### src/rtl/credit_tx.sv
// Credit-based stream transmitter: forwards a valid/ready stream to a remote buffer
// with no backpressure wire, tracking free remote slots with a local credit counter.
module credit_tx #(
  parameter int DATA_WIDTH = 32,
  parameter int CREDITS    = 8,
  parameter int CNT_WIDTH  = $clog2(CREDITS + 1)
) (
  input  logic                  clk_i,
  input  logic                  rst_i,
  input  logic [DATA_WIDTH-1:0] data_i,
  input  logic                  valid_i,
  output logic                  ready_o,
  output logic [DATA_WIDTH-1:0] tx_data_o,
  output logic                  tx_valid_o,
  input  logic                  credit_i,
  output logic [CNT_WIDTH-1:0]  credit_cnt_o,
  output logic                  idle_o,
  output logic                  err_o
);

  localparam logic [CNT_WIDTH-1:0] CNT_MAX = CNT_WIDTH'(CREDITS);

  logic [CNT_WIDTH-1:0]  cnt;
  logic [DATA_WIDTH-1:0] data_p1;
  logic                  vld_p1;
  logic                  err;
  logic                  hs;
  logic                  ovf;

  // Return a credit without wrapping; a credit at full count is an error
  function automatic logic [CNT_WIDTH-1:0] sat_inc(input logic [CNT_WIDTH-1:0] v);
    sat_inc = (v == CNT_MAX) ? CNT_MAX : v + 1'b1;
  endfunction

  assign ready_o = !rst_i && (cnt != '0);
  assign hs      = valid_i && ready_o;
  assign ovf     = credit_i && !hs && (cnt == CNT_MAX);

  // Stage p1: registered beat towards the remote buffer plus credit bookkeeping
  always_ff @(posedge clk_i) begin
    if (rst_i) begin
      cnt     <= CNT_MAX;
      vld_p1  <= 1'b0;
      data_p1 <= '0;
      err     <= 1'b0;
    end else begin
      vld_p1 <= hs;
      if (hs) begin
        data_p1 <= data_i;
      end
      if (hs && !credit_i) begin
        cnt <= cnt - 1'b1;
      end else if (!hs && credit_i) begin
        cnt <= sat_inc(cnt);
      end
      if (ovf) begin
        err <= 1'b1;
      end
    end
  end

  assign tx_data_o    = data_p1;
  assign tx_valid_o   = vld_p1;
  assign credit_cnt_o = cnt;
  assign idle_o       = (cnt == CNT_MAX) && !vld_p1;
  assign err_o        = err;

endmodule

### config.mk
export PLATFORM = sky130hd
export DESIGN_NAME = credit_tx
export DESIGN_NICKNAME = d
export VERILOG_FILES = /design/src/rtl/credit_tx.sv
export SDC_FILE = /design/constraint.sdc
export NUM_CORES = 1
export LEC_CHECK = 0
export ABC_AREA = 1
export BUFFER_PORTS_ARGS = -buffer_cell sky130_fd_sc_hd__buf_2
export CAP_MARGIN = 10
export CORE_UTILIZATION = 44
export CTS_CLUSTER_SIZE = 24
export DETAILED_ROUTE_END_ITERATION = 7
export PLACE_DENSITY = 0.85
export SKIP_CTS_REPAIR_TIMING = 1
export SYNTH_ARGS = -nofsm -noshare
export SYNTH_HDL_FRONTEND = slang
export SYNTH_SLANG_ARGS = --single-unit
### constraint.sdc
create_clock -name clk_i -period 2 [get_ports clk_i]
set_input_delay 0.2 -clock clk_i [delete_from_list [all_inputs] [get_ports clk_i]]
set_output_delay 0.2 -clock clk_i [all_outputs]
set_load 0.05 [all_outputs]
# Word level (Yosys, flattened, before mapping)
# Cells that the tools add are included.
[classes] n_lt_le_gt_ge=0 shift=0 div=0 n_eq_ne=1 mux=3 mul=0 addsub=2 n_bitwise=0 reduce_logical=12
[ops] op="$mux 4" n=3
[ops] op="$logic_and 1x1->1" n=6
[ops] op="$add 4x1->4 const B" n=1
[ops] op="$eq 4x4->1 const B" n=1
[ops] op="$logic_not 1->1" n=4
[ops] op="$reduce_bool 4->1" n=1
[ops] op="$sub 4x1->4 const B" n=1
[ops] op="$reduce_bool 2->1" n=1
[totals] memories=0 ramBits=0 wordCells=22 register_bits=38 latchBits=0 output_inout_bits=40 rom_bits=0

# Longest topological paths before layout
[logic_depth] ltp_word=7 depth_mapped=13 depth_no_buf=12

# Worst setup path before layout
# No wires, ideal clock.
[synth_path] kind="reg-to-reg" start="reg cnt[0] (netlist: credit_cnt_o[0])" end="reg cnt[3] (netlist: credit_cnt_o[3])" path_stages_with_launch=11 arrival_ps=2104 n_path_buf=1 required_time_ps=1870 path_slack_ps=-234 path_cell_list="dfxtp_1 > inv_1 > ha_1 > nand3_2 > nand3_4 > buf_2 > ha_1 > inv_1 > nand3_1 > nand2_1 > nand3_1"
[synth_via] elab_chain_len=6 word_cells_on_any_way=13 cone_classes="add/sub (2); eq/ne (1); mux (3); reduce/logical (7)"
[synth_lines] item="start: declaration" line_no="23" text="logic [CNT_WIDTH-1:0] cnt;"
[synth_lines] item="start signal: assignment" line_no="52" text="cnt <= cnt - 1'b1;"
[synth_lines] item="start signal: assignment" line_no="54" text="cnt <= sat_inc(cnt);"
[synth_lines] item="parallel branches: the longest is 6 deep, another holds $add 4x1->4"
# Several ways; the timed one is not identified. The select of a mux whose other input is x is not followed.
# A chain may end at the register's enable or synchronous reset.

# Worst setup path after layout
# Same ends and word-level chain as after synthesis.

==> flow_metrics.tcl <==
set metrics [dict create \
    drive_gt1_share_pct 34.18 \
    rows 20 \
    syn_to_final_growth_pct 31.06 \
    synth_nets 237 \
    hold_class "input port to flop" \
    insertion_delay_ns 0.34 \
    drv_cap 0 \
    drc 0 \
    htreeDepth 2 \
    crit_type "flop to flop" \
    drt_iter0_drc 97 \
    clk_pin_slew_ns 0.12 \
    firstDrtPassIters 4 \
    cp-end-kind "flop" \
    rrSetupSlack_ns 0.14 \
    cp.arrival_ns 2.07 \
    power.density_nw_per_um2 930.3 \
    netlist_area_um2 1506 \
    ys_warn_count 0 \
    cts-root-buf "clkbuf_4" \
    ys_ff_latch 38 \
    pre_cts_ws_ns 0.1551 \
    cp_data_required_time_ns 2.22 \
    cts_tree "built" \
    finalSetupTns_ns 0 \
    synth_area_per_cell_um2 7.647 \
    cts_buffers 5 \
    fmax_mhz 538.9 \
    seq_area_frac_synth_pct 50.50 \
    hold_viol 0 \
    finalPower_mw 1.837 \
    vias 1490 \
    ant_nets 0 \
    design.core.area_um2 3153 \
    critPathLaunchType "flop" \
    synthCells 197 \
    die_h_um 60.51 \
    nets 314 \
    tightest_slew_ns 0.3489 \
    die_w_um 60.51 \
    worst_slack_ns 0.1444 \
    dp_hpwl_um 2442 \
    grt_overflow 0 \
    fin_crit_sh_pct 92.78 \
    finalCriticalPeriod_ns 1.856 \
    clock_path_buffers 2 \
    grt_antenna_before_repair 0 \
    peakVddDrop_v 0.0005718 \
    grt_use_total_pct 19.19 \
    leakage_nw 1.159 \
    report.final.slew_viol_count 0 \
    initial_core_util_pct 47.78 \
    status "completed" \
    avgRoutedWirePerCell_um 10.56 \
    stdcell_count 319 \
    drt-total-wl_um 3370 \
    cts.sinks 38 \
    diodes 0 \
    dieArea_um2 3661 \
    critPathMaxFanout 11 \
    io_pins 76 \
    grt_pass1_wl_um 5202 \
    gp_congestion 0.8701 \
    finalSetupViolCount 0 \
    dp.cells 311 \
    skew_ns 0.01467 \
    synth_cell_types 17 \
    grt_max_degree 35 \
    slew_headroom_pct 76.74 \
    vias_per_cell 4.671 \
    io_buffers 75 \
    rsz0062_at_grt "no" \
    grt_pass1_vias 1231 \
]
[stage by stage]
step / utilization (%) / instance area, µm² / hold slack, ns
2_1_floorplan: - / 1511 / 0.2594
3_3_place_gp: 60.63 / 1912 / 0.3934
3_5_place_dp: 60.63 / 1912 / 0.3969
4_1_cts: 62.62 / 1974 / 0.03140
5_1_grt: 62.62 / 1974 / 0.007364
6_report: 62.62 / 1974 / 0.03940
[final cells by class]
cell class	instances	area [µm²]
clock buffers	6	51.30
clock inverters	2	11.26
fillers	322	1179
inverters	16	62.56
multi-input cells	134	623.1
flip-flops and latches	38	765.7
well taps	44	55.05
repair buffers	79	405.4
[path summary, 6_finish.rpt]
check / start / to / cells after the start
setup / recovery: credit_cnt_o[0] / credit_cnt_o[3] / 12
hold / removal: data_i[26] / tx_data_o[26] / 3
setup reg to reg: credit_cnt_o[0] / credit_cnt_o[3] / 12
hold reg to reg: err_o / err_o / 2
[cell usage after synthesis]
library cell / n / area (µm²)
nand2_1: 79 / 296.5
dfxtp_1: 38 / 760.7
nand3_1: 37 / 185.2
inv_1: 13 / 48.80
a21oi_1: 4 / 20.02
ha_1: 4 / 50.05
buf_1: 3 / 11.26
buf_2: 3 / 15.01
buf_6: 3 / 33.78
o21ai_0: 3 / 15.01
inv_2: 2 / 7.510
nand4_1: 2 / 12.51
nor2_1: 2 / 7.510
inv_4: 1 / 6.260
nand3_2: 1 / 10.01
nand3_4: 1 / 17.52
xor2_1: 1 / 8.760
[worst max-delay path, stage by stage (launching register included)]
cell	delay, ns
dfxtp_4	0.37
inv_1	0.07
ha_1	0.26
nand3_2	0.13
nand3_4	0.16
inv_4	0.04
ha_1	0.26
inv_1	0.10
nand2_1	0.05
o21ai_0	0.09
nand3_1	0.09
nand2_1	0.06
nand3_1	0.05
[registers in the layout (all words and copies together), names as in the netlist]
| signal | flops |
|---|---|
| err_o | 1 |
| credit_cnt_o | 4 |
| tx_data_o | 32 |
| tx_valid_o | 1 |
[cell usage in the layout (no fill, tap or decap), drive strengths merged]
| master | count |
|---|---|
| clkinv | 1 |
| xor2 | 1 |
| ha | 4 |
| nand3 | 39 |
| dfxtp | 38 |
| buf | 79 |
| nand2 | 79 |
| nand4 | 2 |
| clkbuf | 6 |
| inv | 17 |
| a21oi | 4 |
| o21ai | 3 |
| nor2 | 2 |
[power breakdown]
group | internal (mW) | switching, mW | total, mW
clock network | 0.170 | 0.255 | 0.425
logic | 0.139 | 0.408 | 0.547
registers | 0.825 | 0.0405 | 0.865
total | 1.13 | 0.703 | 1.84
[layer usage]
layer	vias up	GRT usage, %	wire length (µm)
li1	776	-	-
met4	0	5.519	25
met5	-	0	0
met2	60	31.40	1600
met3	4	8.742	278
met1	650	22.77	1466
[cells by family (layout without fill, tap and decap cells)]
logic type | Yosys count | count (layout) | share of synthesized area [%]
AO/OA/AOI/OAI | 7 | 7 | 2.325
XOR/XNOR | 1 | 1 | 0.5815
adder cells (fa/ha/maj) | 4 | 4 | 3.322
buffers and inverters | 25 | 103 | 8.140
flip-flops | 38 | 38 | 50.50
AND/OR/NAND/NOR | 122 | 122 | 35.13
No activity file was read; power rests on OpenSTA's default activity.
